--- config.mk ---
export PLATFORM = sky130hd
export DESIGN_NAME = sd_spi_cmd_engine
export DESIGN_NICKNAME = d
export VERILOG_FILES = /design/src/rtl/sd_spi_pkg.sv /design/src/rtl/sd_spi_sck_gen.sv /design/src/rtl/sd_spi_cmd_engine.sv
export SDC_FILE = /design/constraint.sdc
export NUM_CORES = 1
export LEC_CHECK = 0
export ABC_AREA = 1
export CAP_MARGIN = 30
export CORE_MARGIN = 5
export CORE_UTILIZATION = 56
export CTS_CLUSTER_SIZE = 28
export DETAILED_ROUTE_END_ITERATION = 8
export PLACE_DENSITY = 0.76
export SKIP_CTS_REPAIR_TIMING = 1
export SYNTH_ARGS = -nofsm -noshare
export SYNTH_HDL_FRONTEND = slang
export SYNTH_SLANG_ARGS = --single-unit
--- constraint.sdc ---
create_clock -name clk -period 6.05 [get_ports clk]
set_input_delay 1.21 -clock clk [delete_from_list [all_inputs] [get_ports clk]]
set_output_delay 1.21 -clock clk [all_outputs]
set_load 0.01 [all_outputs]
--- src/rtl/sd_spi_pkg.sv ---
`default_nettype none
// ============================================================================
//  Module   : sd_spi_pkg
//  Purpose  : Shared types, command indices, R1 bit positions and the CRC7
//             helper for the SD-card SPI-mode command engine.
//  Revision : 1.0  initial release
// ============================================================================
package sd_spi_pkg;

  typedef enum logic [2:0] {
    ST_INIT   = 3'd0,
    ST_IDLE   = 3'd1,
    ST_SEND   = 3'd2,
    ST_WAIT_R = 3'd3,
    ST_RECV   = 3'd4,
    ST_TRAIL  = 3'd5
  } sd_state_t;

  localparam logic [5:0] CMD_GO_IDLE       = 6'd0;
  localparam logic [5:0] CMD_SEND_IF_COND  = 6'd8;
  localparam logic [5:0] CMD_APP           = 6'd55;
  localparam logic [5:0] ACMD_SEND_OP_COND = 6'd41;
  localparam logic [5:0] CMD_READ_OCR      = 6'd58;

  // R1 response bit positions; bit 7 is always 0 in a valid R1.
  localparam int R1_IN_IDLE      = 0;
  localparam int R1_ERASE_RESET  = 1;
  localparam int R1_ILLEGAL_CMD  = 2;
  localparam int R1_CRC_ERR      = 3;
  localparam int R1_ERASE_SEQ    = 4;
  localparam int R1_ADDR_ERR     = 5;
  localparam int R1_PARAM_ERR    = 6;
  localparam int R1_START_BIT    = 7;

  // CRC7 (x^7 + x^3 + 1) over the 40 header bits, MSB first.
  function automatic logic [6:0] crc7(input logic [39:0] data);
    logic [6:0] crc;
    logic       fb;
    crc = 7'h00;
    for (int i = 39; i >= 0; i--) begin
      fb  = data[i] ^ crc[6];
      crc = {crc[5:0], 1'b0};
      if (fb) crc = crc ^ 7'h09;
    end
    return crc;
  endfunction

endpackage
`default_nettype wire

--- src/rtl/sd_spi_sck_gen.sv ---
`default_nettype none
// ============================================================================
//  Module   : sd_spi_sck_gen
//  Purpose  : Mode-0 SCK divider. Holds SCK low while not running; flags the
//             clk on which SCK rises and the clk after SCK falls.
//  Revision : 1.0  initial release
// ============================================================================
module sd_spi_sck_gen #(
  parameter int SLOW_HALF = 125,
  parameter int FAST_HALF = 2
) (
  input  logic clk,
  input  logic rst,
  input  logic run,
  input  logic fast,
  output logic sclk,
  output logic rise_pulse,
  output logic fall_pulse
);

  localparam int CNT_W = (SLOW_HALF > 1) ? $clog2(SLOW_HALF) : 1;

  logic [CNT_W-1:0] div_cnt;
  logic [CNT_W-1:0] half_m1;
  logic             terminal;

  assign half_m1    = fast ? CNT_W'(FAST_HALF - 1) : CNT_W'(SLOW_HALF - 1);
  assign terminal   = run && (div_cnt == half_m1);
  // Asserted on the very clk edge that drives SCK high: MISO sample point.
  assign rise_pulse = terminal && !sclk;

  // Half-period divider; fall_pulse is delayed one clk so MOSI moves after SCK falls.
  always_ff @(posedge clk or posedge rst) begin
    if (rst) begin
      div_cnt    <= '0;
      sclk       <= 1'b0;
      fall_pulse <= 1'b0;
    end else if (!run) begin
      div_cnt    <= '0;
      sclk       <= 1'b0;
      fall_pulse <= 1'b0;
    end else begin
      fall_pulse <= terminal && sclk;
      if (terminal) begin
        div_cnt <= '0;
        sclk    <= ~sclk;
      end else begin
        div_cnt <= div_cnt + 1'b1;
      end
    end
  end

endmodule
`default_nettype wire

--- src/rtl/sd_spi_cmd_engine.sv ---
`default_nettype none
// ============================================================================
//  Module   : sd_spi_cmd_engine
//  Purpose  : SD-card SPI-mode command engine: power-up dummy clocks, 48-bit
//             command framing, R1 / R3 / R7 capture with NCR timeout.
//  Options  : SD_SPI_CRC7_EN - compute CRC7 for every command; otherwise a
//             fixed CRC is used (valid for CMD0 / CMD8 only).
//  Revision : 1.0  initial release
// ============================================================================
module sd_spi_cmd_engine
  import sd_spi_pkg::*;
#(
  parameter int CLK_HZ        = 100000000,
  parameter int SLOW_HZ       = 400000,
  parameter int FAST_HZ       = 25000000,
  parameter int INIT_CLOCKS   = 80,
  parameter int NCR_MAX_BYTES = 8,
  parameter int TRAIL_CLOCKS  = 8
) (
  input  logic        clk,
  input  logic        rst,
  input  logic        fast_mode,
  input  logic        cmd_valid,
  output logic        cmd_ready,
  input  logic [5:0]  cmd_index,
  input  logic [31:0] cmd_arg,
  input  logic        resp_long,
  input  logic        keep_cs,
  output logic        resp_valid,
  output logic        resp_timeout,
  output logic [39:0] resp_data,
  output logic        sd_cclk,
  output logic        sd_cmd,
  input  logic        sd_data0,
  output logic        sd_cs
);

  localparam int SLOW_HALF = CLK_HZ / (2 * SLOW_HZ);
  localparam int FAST_HALF = CLK_HZ / (2 * FAST_HZ);
  localparam int NCR_W     = $clog2(NCR_MAX_BYTES + 1);
  localparam int INIT_W    = $clog2(INIT_CLOCKS + 1);

  sd_state_t         state, state_next;
  logic [47:0]       frame_sr;
  logic [5:0]        bit_cnt;
  logic [NCR_W-1:0]  ncr_cnt;
  logic [INIT_W-1:0] init_cnt;
  logic [39:0]       resp_sr;
  logic              long_q, keep_q, fast_q, timeout_q;
  logic              sck_run, accept, rise, fall;
  logic [6:0]        crc_sel;
  logic [47:0]       frame_new;
  logic [7:0]        byte_in;

  assign cmd_ready = (state == ST_IDLE);
  assign byte_in   = {resp_sr[6:0], sd_data0};
  assign frame_new = {2'b01, cmd_index, cmd_arg, crc_sel, 1'b1};

`ifdef SD_SPI_CRC7_EN
  assign crc_sel = crc7({2'b01, cmd_index, cmd_arg});
`else
  // Fixed CRC: SPI mode only checks it on CMD0 and CMD8.
  always_comb begin
    crc_sel = 7'h00;
    if (cmd_index == CMD_GO_IDLE)      crc_sel = 7'h4A;
    if (cmd_index == CMD_SEND_IF_COND) crc_sel = 7'h43;
  end
`endif

  sd_spi_sck_gen #(
    .SLOW_HALF (SLOW_HALF),
    .FAST_HALF (FAST_HALF)
  ) u_sck (
    .clk        (clk),
    .rst        (rst),
    .run        (sck_run),
    .fast       (fast_q && (state != ST_INIT)),
    .sclk       (sd_cclk),
    .rise_pulse (rise),
    .fall_pulse (fall)
  );

  // State register.
  always_ff @(posedge clk or posedge rst) begin
    if (rst) state <= ST_INIT;
    else     state <= state_next;
  end

  // Next-state decode, SCK enable and command accept strobe.
  always_comb begin
    state_next = state;
    sck_run    = 1'b0;
    accept     = 1'b0;
    case (state)
      ST_INIT: begin
        sck_run = 1'b1;
        if (fall && (init_cnt == INIT_W'(INIT_CLOCKS - 1))) state_next = ST_IDLE;
      end
      ST_IDLE: begin
        if (cmd_valid) begin
          accept     = 1'b1;
          state_next = ST_SEND;
        end
      end
      ST_SEND: begin
        sck_run = 1'b1;
        if (fall && (bit_cnt == 6'd47)) state_next = ST_WAIT_R;
      end
      ST_WAIT_R: begin
        sck_run = 1'b1;
        if (rise && (bit_cnt == 6'd7)) begin
          if (!byte_in[R1_START_BIT])
            state_next = long_q ? ST_RECV : ST_TRAIL;
          else if (ncr_cnt == NCR_W'(NCR_MAX_BYTES - 1))
            state_next = ST_TRAIL;
        end
      end
      ST_RECV: begin
        sck_run = 1'b1;
        if (rise && (bit_cnt == 6'd31)) state_next = ST_TRAIL;
      end
      ST_TRAIL: begin
        sck_run = 1'b1;
        if (fall && (bit_cnt == 6'(TRAIL_CLOCKS))) state_next = ST_IDLE;
      end
      default: state_next = ST_INIT;
    endcase
  end

  // Datapath: frame shifter, response capture, counters and pin registers.
  always_ff @(posedge clk or posedge rst) begin
    if (rst) begin
      frame_sr     <= '0;
      bit_cnt      <= '0;
      ncr_cnt      <= '0;
      init_cnt     <= '0;
      resp_sr      <= '0;
      long_q       <= 1'b0;
      keep_q       <= 1'b0;
      fast_q       <= 1'b0;
      timeout_q    <= 1'b0;
      sd_cs        <= 1'b1;
      sd_cmd       <= 1'b1;
      resp_valid   <= 1'b0;
      resp_timeout <= 1'b0;
      resp_data    <= '0;
    end else begin
      resp_valid <= 1'b0;
      case (state)
        ST_INIT: begin
          sd_cs  <= 1'b1;
          sd_cmd <= 1'b1;
          if (fall) init_cnt <= init_cnt + 1'b1;
        end
        ST_IDLE: begin
          if (accept) begin
            frame_sr  <= {frame_new[46:0], 1'b0};
            sd_cmd    <= frame_new[47];
            sd_cs     <= 1'b0;
            long_q    <= resp_long;
            keep_q    <= keep_cs;
            fast_q    <= fast_mode;
            timeout_q <= 1'b0;
            bit_cnt   <= '0;
            ncr_cnt   <= '0;
            resp_sr   <= '0;
          end
        end
        ST_SEND: begin
          if (fall) begin
            if (bit_cnt == 6'd47) begin
              sd_cmd  <= 1'b1;
              bit_cnt <= '0;
            end else begin
              sd_cmd   <= frame_sr[47];
              frame_sr <= {frame_sr[46:0], 1'b0};
              bit_cnt  <= bit_cnt + 1'b1;
            end
          end
        end
        ST_WAIT_R: begin
          sd_cmd <= 1'b1;
          if (rise) begin
            resp_sr <= {32'h0, byte_in};
            if (bit_cnt == 6'd7) begin
              bit_cnt <= '0;
              if (byte_in[R1_START_BIT]) begin
                ncr_cnt <= ncr_cnt + 1'b1;
                if (ncr_cnt == NCR_W'(NCR_MAX_BYTES - 1)) begin
                  timeout_q <= 1'b1;
                  resp_sr   <= long_q ? 40'hFF_0000_0000 : 40'h00_0000_00FF;
                end
              end
            end else begin
              bit_cnt <= bit_cnt + 1'b1;
            end
          end
        end
        ST_RECV: begin
          if (rise) begin
            resp_sr <= {resp_sr[38:0], sd_data0};
            bit_cnt <= (bit_cnt == 6'd31) ? 6'd0 : bit_cnt + 1'b1;
          end
        end
        ST_TRAIL: begin
          sd_cmd <= 1'b1;
          if (rise) bit_cnt <= bit_cnt + 1'b1;
          if (fall && (bit_cnt == 6'(TRAIL_CLOCKS))) begin
            if (!keep_q) sd_cs <= 1'b1;
            resp_valid   <= 1'b1;
            resp_timeout <= timeout_q;
            resp_data    <= resp_sr;
          end
        end
        default: ;
      endcase
    end
  end

endmodule
`default_nettype wire
==> metrics <==
Comb power frac=2.4%; synthesis-to-finish area growth=20.6%; crit end category=flop; mux cell area share after synthesis=0%; Seq pwr share=about 48%; simple-gate share of the synthesized area=about a quarter; Initial Utilization=56.6%; Power Density=around 240 mW/mm^2; Seq/Total Area, Yosys=52.7%; final WL=16,800 um; fin area=between 0.009 and 0.01 mm^2; Yosys top cell by area=dfrtp_1; Max-slew headroom=40.3%; per-cell routed wire length=13.7 um; Placed Cells=about 1,200; Initial DRC Count=around 600; vias in the first global route=around 6,000; IO Count=between 90 and 100; residual DRC count=0; sw frac=20.2%; Layout Cells excl Fill=~1,200; compound-gate portion of the synthesized area=11.7%; CP Max Fanout=between 40 and 50; Synth Cell Area=0.00779 mm^2; Die Wd=128 um; placed instance area=0.00877 mm^2; Yosys cell types=32; die area=0.0164 mm^2; Inserted Clock Buffers=17; Inserted Diodes=0; GRT Util Overall=21.2%; P_leak=4.40 nW; H-tree depth=4; XOR/XNOR Fraction of Synth Area=1.01%; worst path required time=about 6.4 ns; CTS max path bufs=2; # rows=43; largest net degree at the start of global routing=94; largest family of logic cells by synthesized area=simple AND/OR/NAND/NOR gates; Clock Power Share=between 40 and 50%; Core Area=0.0138 mm^2; max-cap violation count=0; Critical Path Start Type=flop; final worst-path setup slack=2.55 ns; CTS clk-pin slew, worst paths=about 0.06 ns; Die Y=128 um; period utilization=57.8%; fmax=between 200 and 300 MHz; dpl hpwl=10,800 um; worst skew pair latency=between 0.4 and 0.5 ns; final hold vios=0; final core occ=between 60% and 70%; global route overflow=0; maximum vdd drop=approximately 0.00017 V; synth warn=0; WP data arrival=roughly 3.9 ns; root buf cell=clkbuf_16; clk sinks=164; Routed Antenna Nets=0; share of cells above drive strength 1=5.37%; first-pass GRT wire length=28,300 um; clock skew=0.00576 ns; syn_nets=1,013; DR pass1 iterations=5; Vias/cell=5.27; Fin Setup TNS=0 ns; Avg Inst Size Synth=just over 8 um^2; status=finished clean; most common cell after layout, fill and taps aside=nand2_1; Synth area leaders=dfrtp_1, nand2_1, o21ai_0, inv_1, nand4_1; initial antenna violation count=0; crit path kind=reg2reg; post-synthesis adder-cell area fraction=0.803%; Nets=1,079; Worst Tran Pin Value=0.893 ns; share of the synthesized area in the top cell type=52.0%; Psw=461 uW; RSZ-0062 raised after global routing=no; Synth Register Bits=164; # setup viols final=0; most frequent cells in the layout=nand2_1, dfrtp_1, inv_1; Internal=roughly 1.8 mW; pre-CTS WS=roughly 2.3 ns; total number of vias=6,446; post-synthesis cell count=963; Buffers on Ports=90; minimum clock period=approximately 3.5 ns; Pins Over Slew Limit=0; Worst Hold Class=reg2reg; RePlAce Congestion=about 0.83; CTS tree=done
==> power groups by stage <==
stage | Combinational (mW) | Clock (mW) | Sequential (mW)
finish | 0.0550 | 1.14 | 1.10
global route | 0.0622 | 1.21 | 1.10
CTS | 0.0567 | 1.15 | 1.10
detailed placement | 0.0559 | 0 | 1.12
global placement | 0.0566 | 0 | 1.12
floorplan | 0.0180 | 0 | 1.12
==> Yosys cell counts <==
library cell	instances
buf_1	1
o21ai_0	98
nand3b_1	1
xnor2_1	3
a2bb2oi_1	1
nor3_1	2
nor3_2	1
nand2_1	275
nand2_2	2
nor2_1	72
a21oi_1	7
a31oi_1	3
inv_2	4
or2_2	2
ha_1	5
nand4_1	50
clkbuf_1	22
nand4_2	1
buf_2	20
xor2_1	6
inv_1	119
o21ai_1	11
nand3_2	1
o211ai_1	39
buf_4	9
nor2_2	2
nor3b_1	1
nor2_4	1
dfstp_2	2
dfrtp_1	162
nand3_1	39
o2111ai_1	1
==> layout make-up <==
class,instances,area [um^2]
Clock inverter,12,176
Timing Repair Buffer,99,1000
Multi-Input combinational cell,624,2970
Tap cell,180,225
Clock buffer,20,447
Sequential cell,164,4110
Fill cell,1131,4380
Inverter,123,467
==> layer usage <==
layer	vias up	global-route usage, %	part of all wire [%]
li1	3240	-	-
met5	-	0	0
met3	19	5.13	5.5
met2	169	31.0	44
met4	0	5.24	0.98
met1	3018	32.0	49
==> per-stage QoR <==
step,power [mW],hold WS [ns]
after floorplan,1.14,0.442
after global placement,1.18,0.454
after detailed placement,1.17,0.459
after CTS,2.31,0.470
after global routing,2.37,0.487
final,2.29,0.466
==> critical path, stage by stage (launching register included) <==
cell,delay [ns]
dfrtp_1,0.48
inv_1,0.09
nand2_1,0.15
nor2_1,0.60
nand2_2,0.71
nand3_1,0.83
buf_4,0.38
nand2_1,0.11
nand2_1,0.07
==> cell families (layout without fill, tap and decap cells) <==
family / Yosys count / in the layout
AOI/OAI and AO/OA: 160 / 160
adders and majority gates: 5 / 5
DFF: 164 / 164
buffers and inverters: 175 / 254
xor gates and xnor gates: 9 / 9
and+or+nand+nor: 450 / 450
==> sequential cells by signal (all words and copies together), names as in the netlist <==
signal            cells
frame_sr             47
resp_data            40
resp_sr              40
init_cnt              7
u_sck.div_cnt         7
bit_cnt               6
ncr_cnt               4
state                 3
fast_q                1
keep_q                1
long_q                1
resp_timeout          1
resp_valid            1
sd_cmd                1
sd_cs                 1
timeout_q             1
u_sck.fall_pulse      1
u_sck.sclk            1
==> path summary, 6_finish.rpt <==
kind / startpoint / end / slack, ns / cells after the start
max: state[1] / resp_sr[23] / 2.55 / 8
min reg2reg: sd_cs / sd_cs / 0.47 / 2
min in group asynchronous: rst / frame_sr[34] / 1.32 / 2
min: sd_cs / sd_cs / 0.47 / 2
max reg2reg: state[1] / resp_sr[23] / 2.55 / 8
max in group asynchronous: rst / sd_cs / 3.69 / 3
No activity file was read; power rests on OpenSTA's default activity.
==> variant 1: new RTL, config.mk and constraints unchanged <==
Register the output `resp_timeout` once more, with the module's reset; this adds one clock of latency there. The other outputs are not delayed to match.
--- a/src/rtl/sd_spi_cmd_engine.sv
+++ b/src/rtl/sd_spi_cmd_engine.sv
@@ -40,6 +40,8 @@
   localparam int NCR_W     = $clog2(NCR_MAX_BYTES + 1);
   localparam int INIT_W    = $clog2(INIT_CLOCKS + 1);
 
+  logic resp_timeout_s0;
+
   sd_state_t         state, state_next;
   logic [47:0]       frame_sr;
   logic [5:0]        bit_cnt;
@@ -142,7 +144,7 @@
       sd_cs        <= 1'b1;
       sd_cmd       <= 1'b1;
       resp_valid   <= 1'b0;
-      resp_timeout <= 1'b0;
+      resp_timeout_s0 <= 1'b0;
       resp_data    <= '0;
     end else begin
       resp_valid <= 1'b0;
@@ -208,7 +210,7 @@
           if (fall && (bit_cnt == 6'(TRAIL_CLOCKS))) begin
             if (!keep_q) sd_cs <= 1'b1;
             resp_valid   <= 1'b1;
-            resp_timeout <= timeout_q;
+            resp_timeout_s0 <= timeout_q;
             resp_data    <= resp_sr;
           end
         end
@@ -217,5 +219,13 @@
     end
   end
 
+  always_ff @(posedge clk or posedge rst) begin
+    if (rst) begin
+      resp_timeout <= '0;
+    end else begin
+      resp_timeout <= resp_timeout_s0;
+    end
+  end
+
 endmodule
 `default_nettype wire
Formal check against the unedited RTL: no difference found for any inputs over 10 cycles, from zero or initial values and one cycle with rst high; that may be too few to reach the edited logic, so the function may still have changed.
==> variant 1 against the unedited design <==
Power decreased by 2.9%; core utilization decreased by 0.12 points; cell count about the same; area after synthesis increased by 0.32%; synthesized cell count increased by 0.10%; worst setup slack got worse by 59 ps; final area decreased by 0.17%; clock skew increased by 1.6 ps; maximum frequency decreased by 1.7%; sequential cell count increased by 1; count of clock-buffer cells in the layout increased by 5; routed wire length increased by 0.52%; critical path type unchanged.
==> variant 1: results (changes against the unedited design) <==
* Port bufs at 90 (unchanged)
* HPWL after DPL at 10.7 mm (-1.0%)
* Arr. time, crit path at 3920 ps (+70 ps)
* FILL cells at 1135 (+0.35%)
* Fraction of registers with async set/reset at 100% (unchanged)
* Max Used Layer: met4
* Drt first-iter violations at 742 (+24%)
* Largest net degree at the start of global routing at 94 (unchanged)
* M1 wire length at 8.20 mm (-0.65%)
* First-pass GRT wire length at 29.0 mm (+2.5%)
* Leakage at 4.40 nW (about the same)
* Top cells by area, synth: dfrtp_1 (52%), nand2_1 (13%), o21ai_0 (6.3%), inv_1 (5.7%), nand4_1 (4.0%)
* Run status: completed
* Clock Tree Buf Depth at 2 (unchanged)
* Largest regs: frame_sr x47, resp_data x40, resp_sr x40
* DRT Pass-1 Iters at 6 (+1)
* Clock-pin slew on the worst setup and hold paths at 60 ps (about the same)
* Hold Path Class: register to register
* Worst-Margin Slew at 871 ps (-22.5 ps)
* Metal2 WL at 7.51 mm (+0.95%)
* Worst skew pair latency at about 430 ps
* Setup-failing EPs final at 0 (unchanged)
* Final WL at 16.9 mm (+0.52%)
* Met3 wire len at 956 um (+4.4%)
* Netlist cell types at 32 (unchanged)
* Final Wtd Congestion at 0.818 (-2.0%)
* Met3 Resource Use GR at 5.21% (+0.083 points)
* Sequential share of the synthesized area at 52.9% (+0.15 points)
* Worst vdd ir at 0.169 mV (-1.1%)
* Met1 Resource Use GR at 32.5% (+0.46 points)
* Number of global-route vias before repair at 6086 (+1.6%)
* Critical Path Fanout Max at 46 (unchanged)
* NumNets Final at 1080 (+0.093%)
* Initial antenna violation count at 0 (unchanged)
* Syn_nets at 1014 (+0.099%)
* GRT Total Usage at 21.8% (+0.57 points)
* Setup Skew at 7.36 ps (+1.60 ps)
* Ant diodes at 0 (unchanged)
* CTS Buf Count at 17 (unchanged)
* CTS root buf: clkbuf_16
* Post-synth top cells: nand2_1 (275), dfrtp_1 (163), inv_1 (119), o21ai_0 (98), nor2_1 (72)
* YS warnings at 0 (unchanged)
* Layout cells sized above 1 at 5.37% (about the same)
* GR Util met2 at 32.1% (+1.1 points)
* H-tree depth at 4 (unchanged)
* Vias per cell at 5.31 (+0.62%)
==> variant 1: through the flow <==
stage	area, um2	setup slack [ps]	util, %	power (W)	std cells
2_1_floorplan	7820	382	-	0.00114	964
3_3_place_gp	8750	2230	63.5	0.00118	1189
3_5_place_dp	8800	2190	63.9	0.00118	1191
4_1_cts	9380	2520	68.1	0.00224	1223
5_1_grt	9380	2090	68.1	0.00230	1223
6_report	9380	2490	68.1	0.00222	1223
==> variant 1: path summary, 6_finish.rpt <==
path                                      start               end  slack, ps  depth (start not counted)
worst max-delay path                   state[1]       resp_sr[20]       2490                          8
worst min-delay path            resp_timeout_s0      resp_timeout        390                          0
worst max register to register         state[1]       resp_sr[20]       2490                          8
worst min register to register  resp_timeout_s0      resp_timeout        390                          0
max in group asynchronous                   rst  u_sck.div_cnt[6]       3710                          3
min in group asynchronous                   rst     resp_data[15]       1320                          2
==> variant 1: where the power goes <==
part / switching [W] / internal, W
registers: 0.000000444 / 0.00110
clock network: 0.000431 / 0.000631
logic: 0.0000287 / 0.0000266
total: 0.000461 / 0.00176
==> variant 1: final cells by class <==
type                       count  area share, %
clock buffer                  25           5.50
clock inverter                 7          0.707
inverter                     123           4.98
multi-input combinational    624           31.7
sequential                   165           44.0
tap                          180           2.40
timing repair buffer          99           10.7
==> variant 1: kinds of logic (layout without fill, tap and decap cells) <==
group	Yosys count	count (layout)	synth area share (%)
AND/OR/NAND/NOR	450	450	24.5
buffers and inverters	175	254	9.16
flip-flops	165	165	52.9
AO/OA/AOI/OAI	160	160	11.6
XOR/XNOR	9	9	1.01
adder cells (fa/ha/maj)	5	5	0.801
==> variant 1: worst max-delay path, stage by stage (launching register included) <==
cell,delay [ps]
dfrtp_1,480
inv_1,90
nand2_1,140
nor2_1,600
nand2_2,690
nand3_1,910
buf_4,370
nand2_1,100
nand2_1,80
==> variant 2: new RTL, same settings <==
Made on the original files. The option `SD_SPI_CRC7_EN` is turned on by a define.
--- a/src/rtl/sd_spi_cmd_engine.sv
+++ b/src/rtl/sd_spi_cmd_engine.sv
@@ -7,6 +7,8 @@
 //             fixed CRC is used (valid for CMD0 / CMD8 only).
 //  Revision : 1.0  initial release
 // ============================================================================
+`define SD_SPI_CRC7_EN
+
 module sd_spi_cmd_engine
   import sd_spi_pkg::*;
 #(
Formal check against the unedited RTL: no difference found for any inputs over 10 cycles, from zero or initial values and one cycle with rst high; that may be too few to reach the edited logic, so the function may still have changed.
==> variant 2 against the unedited design <==
Routed wire length rose by 6.4%; final area rose by 9.4%; worst setup slack got worse by 95 ps; area after synthesis rose by 10%; sequential cell count did not move; critical path depth rose by 5; via count rose by 13%; highest routed layer unchanged.
Power is not compared: it rests on default switching activity, and its combinational part moved more than twofold at a synthesized area within 25%.
==> variant 2: results (changes against the unedited design) <==
* Layout cells sized above 1 at 7.88% (+2.5 points)
* CTS root buf: clkbuf_16
* Post-synth top cells: nand2_1 (305), inv_1 (170), dfrtp_1 (162), o21ai_0 (146), nand3_1 (75)
* Hold path depth at 2 (unchanged)
* Worst R2R Path Depth at 13 (+5)
* Run status: completed
* Vias per cell at 5.19 (-1.6%)
* Final Wtd Congestion at 0.924 (+11%)
* FILL cells at 1264 (+12%)
* Number of global-route vias before repair at 6665 (+11%)
* Largest net degree at the start of global routing at 86 (-8.5%)
* Netlist cell types at 41 (+28%)
* Dpl cell area at 9660 um2 (+10%)
* Setup Skew at 7.18 ps (+1.43 ps)
* First-pass GRT wire length at 30.6 mm (+7.9%)
* Slew margin rel. at 40.6% (+0.31 points)
* Dpl ws at 2140 ps (-120 ps)
* Vias at 7295 (+13%)
* Critical Path Fanout Max at 84 (+83%)
* Leakage at 5.12 nW
* Drt first-iter violations at 498 (-16%)
* HP Start: keep_q
* NumNets Final at 1256 (+16%)
* Sequential share of the synthesized area at 47.9% (-4.9 points)
* Syn_nets at 1180 (+16%)
* HPWL after DPL at 12.7 mm (+18%)
* GRT Total Usage at 20.6% (-0.59 points)
* DR WL/cell at 12.7 um (-7.5%)
* Reg2reg end: frame_sr[39]
* Cells after Synth at 1130 (+17%)
* Top cells by area, synth: dfrtp_1 (47%), nand2_1 (13%), o21ai_0 (8.5%), inv_1 (7.4%), nand3_1 (4.4%)
* Cells after DPL at 1375 (+16%)
* R2R setup slack at 2460 ps (-100 ps)
* Worst Hold End: keep_q
variant 2: cell count changes after synthesis, sizes merged, moves of 24 or more:
cell	before	now
nand3	40	83
nand2	277	329
nand4	51	4
inv	123	182
buf	30	6
o21ai	109	159
variant 2: final cells by class:
| class | count | area, um2 | area share [%] |
|---|---|---|---|
| repair buffers | 96 | 971 | 9.44 |
| multi-input cells | 745 | 3650 | 35.5 |
| clock inverters | 14 | 201 | 1.96 |
| well taps | 188 | 235 | 2.29 |
| clock buffers | 17 | 425 | 4.14 |
| inverters | 182 | 688 | 6.69 |
| flip-flops and latches | 164 | 4110 | 39.9 |
variant 2: cells by family (layout without fill, tap and decap cells):
logic type	count (synthesis)	count (layout)	share of synthesized area, %
adders and majority gates	5	5	0.729
muxes	1	1	0.131
buffers and inverters	221	309	9.78
and+or+nand+nor	500	500	25.3
xor gates and xnor gates	14	14	1.43
DFF	164	164	47.9
AOI/OAI and AO/OA	225	225	14.8
variant 2: per-layer routing:
metal  share of wire (%)  global-route usage (%)
met4                 1.4                    5.43
met2                  46                    33.1
met1                  48                    28.8
met5                   0                       0
met3                 4.5                    4.31
variant 2: how the worst max path moves through the flow:
| stage | cells past startpoint | start | slack, ps | endpoint |
|---|---|---|---|---|
| 2_1_floorplan | 1 | rst | 410 | bit_cnt[0] |
| 3_3_place_gp | 22 | cmd_index[4] | 2190 | frame_sr[8] |
| 3_5_place_dp | 25 | cmd_index[4] | 2140 | frame_sr[8] |
| 4_1_cts | 13 | state[1] | 2450 | frame_sr[39] |
| 5_1_grt | 13 | state[1] | 1990 | frame_sr[27] |
| 6_report | 13 | state[1] | 2460 | frame_sr[39] |
variant 2: metrics by stage:
step | hold slack, ps | utilization (%) | total power, W
floorplan | 437 | - | 0.00143
global placement | 459 | 63.9 | 0.00152
detailed placement | 465 | 64.0 | 0.00153
CTS | 482 | 68.1 | 0.00266
global route | 498 | 68.1 | 0.00278
finish | 475 | 68.1 | 0.00264
variant 2: critical path: stages (launching register included):
cell	delay (ps)
dfrtp_1	420
inv_1	90
nor2_1	140
inv_1	90
nor2_4	70
buf_4	560
inv_1	430
o21ai_2	300
inv_2	60
nand2_1	380
inv_2	340
buf_12	280
o211ai_1	110
o21ai_0	120
variant 2: power by group through the flow:
stage	clock (W)	combinational (W)	sequential, W
after floorplan	0	0.000308	0.00112
after CTS	0.00115	0.000412	0.00110
after global placement	0	0.000400	0.00112
final	0.00113	0.000410	0.00110
after detailed placement	0	0.000410	0.00112
after global routing	0.00121	0.000471	0.00110
